$ cat src/rtl/mmu_mem_arbiter.sv
// mmu_mem_arbiter: round-robin arbiter sharing one memory port between CPU data, CPU fetch and UART DMA.
// Defining MMU_ARB_PERF_EN adds the per-requester grant_cnt counters.
module mmu_mem_arbiter #(
    parameter int          AW        = 16,
    parameter int          DW        = 32,
    parameter int unsigned MEM_WORDS = 16384,
    parameter int          MEM_LAT   = 2
) (
    input  logic            clk,
    input  logic            rst,
    input  logic [2:0]      req_valid,
    input  logic [2:0]      req_we,
    input  logic [3*AW-1:0] req_addr,
    input  logic [3*DW-1:0] req_wdata,
    output logic [2:0]      req_ready,
    output logic [2:0]      resp_valid,
    output logic            resp_err,
    output logic [DW-1:0]   resp_rdata,
    output logic            mem_en,
    output logic            mem_we,
    output logic [AW-1:0]   mem_addr,
    output logic [DW-1:0]   mem_wdata,
    input  logic [DW-1:0]   mem_rdata
`ifdef MMU_ARB_PERF_EN
   ,output logic [47:0]     grant_cnt
`endif
);
    typedef enum logic [1:0] {IDLE, ISSUE, WAIT, RESP} state_t;
    localparam int CW = $clog2(MEM_LAT + 1);
    state_t state;
    logic [1:0] last, w, p0, p1, p2;
    logic [CW-1:0] cnt;
    logic err, accept, in_range;
    logic [AW-1:0] sel_addr;
    function automatic logic [1:0] nx(input logic [1:0] x);
        return (x == 2'd2) ? 2'd0 : x + 2'd1;
    endfunction
    // last doubles as the index of the requester currently being served
    always_comb begin
        p0 = nx(last);
        p1 = nx(p0);
        p2 = nx(p1);
        w = req_valid[p0] ? p0 : req_valid[p1] ? p1 : p2;
        accept = state == IDLE && !rst && |req_valid;
        req_ready = accept ? 3'b001 << w : 3'b000;
        sel_addr = req_addr[w*AW +: AW];
        in_range = 32'(sel_addr) < MEM_WORDS;
    end
    always_ff @(posedge clk) begin
        if (rst) begin
            state <= IDLE;
            last <= 2'd2;
            cnt <= '0;
            err <= 1'b0;
            mem_en <= 1'b0;
            mem_we <= 1'b0;
            mem_addr <= '0;
            mem_wdata <= '0;
            resp_valid <= '0;
            resp_err <= 1'b0;
            resp_rdata <= '0;
        end else begin
            case (state)
                IDLE: if (accept) begin
                    last <= w;
                    mem_addr <= sel_addr;
                    mem_we <= req_we[w];
                    mem_wdata <= req_wdata[w*DW +: DW];
                    mem_en <= in_range;
                    err <= !in_range;
                    state <= ISSUE;
                end
                ISSUE: begin
                    mem_en <= 1'b0;
                    cnt <= CW'(1);
                    if (!err && !mem_we) state <= WAIT;
                    else begin
                        resp_valid <= 3'b001 << last;
                        resp_err <= err;
                        state <= RESP;
                    end
                end
                WAIT: if (cnt == CW'(MEM_LAT)) begin
                    resp_rdata <= mem_rdata;
                    resp_valid <= 3'b001 << last;
                    state <= RESP;
                end else cnt <= cnt + 1'b1;
                RESP: begin
                    resp_valid <= '0;
                    resp_err <= 1'b0;
                    resp_rdata <= '0;
                    state <= IDLE;
                end
            endcase
        end
    end
`ifdef MMU_ARB_PERF_EN
    always_ff @(posedge clk) begin
        for (int i = 0; i < 3; i++) begin
            if (rst) grant_cnt[i*16 +: 16] <= '0;
            else if (req_ready[i] && req_valid[i] && grant_cnt[i*16 +: 16] != 16'hFFFF)
                grant_cnt[i*16 +: 16] <= grant_cnt[i*16 +: 16] + 16'd1;
        end
    end
`endif
endmodule

$ cat config.mk
export PLATFORM = sky130hd
export DESIGN_NAME = mmu_mem_arbiter
export DESIGN_NICKNAME = d
export VERILOG_FILES = /design/src/rtl/mmu_mem_arbiter.sv
export SDC_FILE = /design/constraint.sdc
export NUM_CORES = 1
export LEC_CHECK = 0
export BUFFER_PORTS_ARGS = -buffer_cell sky130_fd_sc_hd__buf_2
export CORE_MARGIN = 2
export CORE_UTILIZATION = 30
export DETAILED_ROUTE_END_ITERATION = 10
export GPL_ROUTABILITY_DRIVEN = 0
export PLACE_DENSITY = 0.61
export SLEW_MARGIN = 20
export SYNTH_ARGS = -nofsm -noshare
export SYNTH_HDL_FRONTEND = slang
export SYNTH_SLANG_ARGS = --single-unit
$ cat constraint.sdc
create_clock -name clk -period 2.9 [get_ports clk]
set_input_delay 0.58 -clock clk [delete_from_list [all_inputs] [get_ports clk]]
set_output_delay 0.58 -clock clk [all_outputs]
set_load 0.02 [all_outputs]
==> results.cfg <==
[route]
detail_route.drc_violations = 0
detailedRoute.firstIterationViolations = 328
totalWireLength_um = 13200
drtAntennaViolNets = 0
routed_wire_length_per_instance_um = 15.0
routed-via-count = 4511
vias_per_cell = 5.11
firstDrtPassIters = 8

[logic_synthesis]
synth_fp_nets = 644
syn-cell-area_um2 = 4070
post-synth-top-area-fraction_pct = 45.8
synth-warning-count = 0
synth.ff_latch_count = 93
synthDominantAreaCellType = dfxtp_1
synth.lib_cells_used.distinct = 33
post_synth_main_area_contributors = dfxtp_1, a222oi_1, nor3b_1
netlist_instances = 454
postSynthAreaPerCell_um2 = 8.96
seq_area_frac_synth_pct = 45.8

[clocking]
clkTransAtPathRegs_ns = 0.07
tritoncts_num_sinks = 93
cts-buffers-inserted = 9
cts_root_buffer = clkbuf_16
total_number_of_h_tree_levels = 3
cts_setup_buffers = 0
postCtsResizedCells = 0
clkLatencyLatePin_ns = 0.35
hold_buffers_post_cts = 0
ctsLongestPathBuffers = 2
tritoncts = yes

[placement]
dp_hpwl_um = 9810
buffers_on_ports = 272

[layout]
layout.cells.most_common_list = buf_2, dfxtp_1, a222oi_1, nand3_1, nor2_1
area_growth_pct = 44.1
sequential_cell_area_um2 = 1860
layout_commonest_cell = buf_2
finish.net_count = 892
area_of_the_multi_input_gates_um2 = 2000
insertedDiodeCount = 0
nFillCells = 1358
drive_gt1_share_pct = 43.3

[grt]
grt_use_total_pct = 17.5
grt_use_met2_pct = 30.9
globalRouteOverflowTotal = 0
grt_pass1_vias = 4279
grt_pass1_wl_um = 20200
gr-usage-met3_pct = 4.43
number_of_antenna_violations_at_the_first_check_in_global_routing = 1
grt_max_degree = 65
grt-busiest-layer = met2
grtUsageMet1_pct = 19.9

[floorplan]
die_h_um = 120
die-width_um = 120
die_ar_um2 = 14500
io_pins = 273
core.rowCount = 42
core-area_um2 = 13200
start_util_pct = 30.7

[setup_path]
worstReg2RegStart = state[0]$_SDFFE_PP0P_
regToRegSetupSlack_ns = 0.82
worst_r2r_path_depth = 7
cp_max_fo = 7
start_kind = register
critical_path_class = reg2out
setup.worst_path.end_class = output port
cp_data_required_time_ns = 2.32
r2r-end = err$_SDFFE_PP0P_
crit_arrival_ns = 1.95

[flow_run]
max_cap_violations = 0

[pwr]
cellPowerDensity_nw_per_um2 = 934
lkg_pwr_nw = 2.70
max-vdd-ir-drop_v = 0.000424
design_power_total_w = 0.00548

[sta]
timing.final.max_slew_violations = 0
final-hold-violation-count = 0
timing.max_slew.rel_slack_pct = 60.6
clock-skew-final_ns = 0.00565
setup_total_negative_slack_ns = 0
finalCritPeriodShare_pct = 87.4
final.min_clock_period_ns = 2.53
final_setup_violation_count = 0
grt_setup_unrepaired = false
tightestPinTransition_ns = 0.592
maxClockFrequency_mhz = 395

[worst_hold_path]
hold_path_depth = 2
hold_removal_path_class = reg2reg
hold_end = mem_wdata[23]$_SDFFE_PP0P_
worst_hold_launch = mem_wdata[23]$_SDFFE_PP0P_

[outcome]
run_status = complete, no violations
[metal layers]
metal	wire length [um]	vias up	share of wire [%]
met5	20	-	0.15
met4	232	2	1.8
met3	1060	19	8.0
met2	6540	202	50
met1	5350	2059	41
li1	-	2229	-
[synthesized netlist by cell type, drive strengths merged]
cell	n
dfxtp	93
nand3b	2
and4b	1
a221o	1
mux2i	5
o311ai	1
a21oi	39
nor2	45
nand2b	4
nor2b	5
ha	6
a32o	1
nand2	4
nor3b	34
buf	21
clkbuf	26
inv	5
and3	1
o21ai	55
a211oi	2
or3	1
nor3	3
a222oi	48
o2bb2ai	1
a22oi	2
nand3	48
[final cells by class]
| cell class | count | share of cell area, % |
|---|---|---|
| well taps | 176 | 3.76 |
| multi-input cells | 309 | 34.1 |
| repair buffers | 284 | 24.8 |
| inverters | 5 | 0.320 |
| clock inverters | 7 | 1.52 |
| flip-flops and latches | 93 | 31.8 |
| clock buffers | 9 | 3.84 |
[registers in the layout, summed over array words and instances, names as in the netlist]
register    count
mem_en          1
state           2
cnt             2
last            2
err             1
resp_err        1
mem_wdata      32
mem_we          1
resp_valid      3
resp_rdata     32
mem_addr       16
[logic make-up (layout without fill, tap and decap cells)]
family | Yosys count | after routing | share of synthesized area, %
AND/OR/NAND/NOR | 148 | 148 | 19.4
adder cells (fa/ha/maj) | 6 | 6 | 1.85
flip-flops | 93 | 93 | 45.8
buffers and inverters | 52 | 305 | 5.94
AO/OA/AOI/OAI | 150 | 150 | 25.8
multiplexers | 5 | 5 | 1.23
[critical path, cell delays in order (launching register included)]
cell and delay, ns:
dfxtp_1 0.34, inv_1 0.14, ha_1 0.30, o311ai_4 0.19, buf_4 0.17, nor2b_1 0.24, buf_2 0.23
[where the power goes]
group          total (W)  switching, W  internal [W]
registers        0.00190      0.000234       0.00166
logic            0.00234       0.00146      0.000880
clock network    0.00124      0.000548      0.000691
total            0.00548       0.00225       0.00323
[worst max-delay path by stage]
| stage | from | endpoint | slack (ns) | depth (start not counted) |
|---|---|---|---|---|
| 6_report | state[0]$_SDFFE_PP0P_ | req_ready[0] | 0.37 | 6 |
| 3_5_place_dp | req_valid[1] | req_ready[1] | 0.55 | 6 |
| 5_1_grt | state[0]$_SDFFE_PP0P_ | req_ready[0] | 0.24 | 6 |
| 3_3_place_gp | req_valid[1] | req_ready[1] | 0.54 | 6 |
| 2_1_floorplan | req_valid[1] | req_ready[0] | 0.60 | 5 |
| 4_1_cts | state[0]$_SDFFE_PP0P_ | req_ready[0] | 0.36 | 6 |
[per-stage QoR]
step | cell area (um2) | hold WS, ns | setup WS, ns | utilization, % | std cells
2_1_floorplan | 4070 | 0.458 | 0.600 | - | 454
3_3_place_gp | 5550 | 0.448 | 0.536 | 41.9 | 867
3_5_place_dp | 5550 | 0.450 | 0.545 | 41.9 | 867
4_1_cts | 5860 | 0.460 | 0.357 | 44.3 | 883
5_1_grt | 5860 | 0.479 | 0.239 | 44.3 | 883
6_report | 5860 | 0.456 | 0.366 | 44.3 | 883
(Power assumes the default switching activity.)
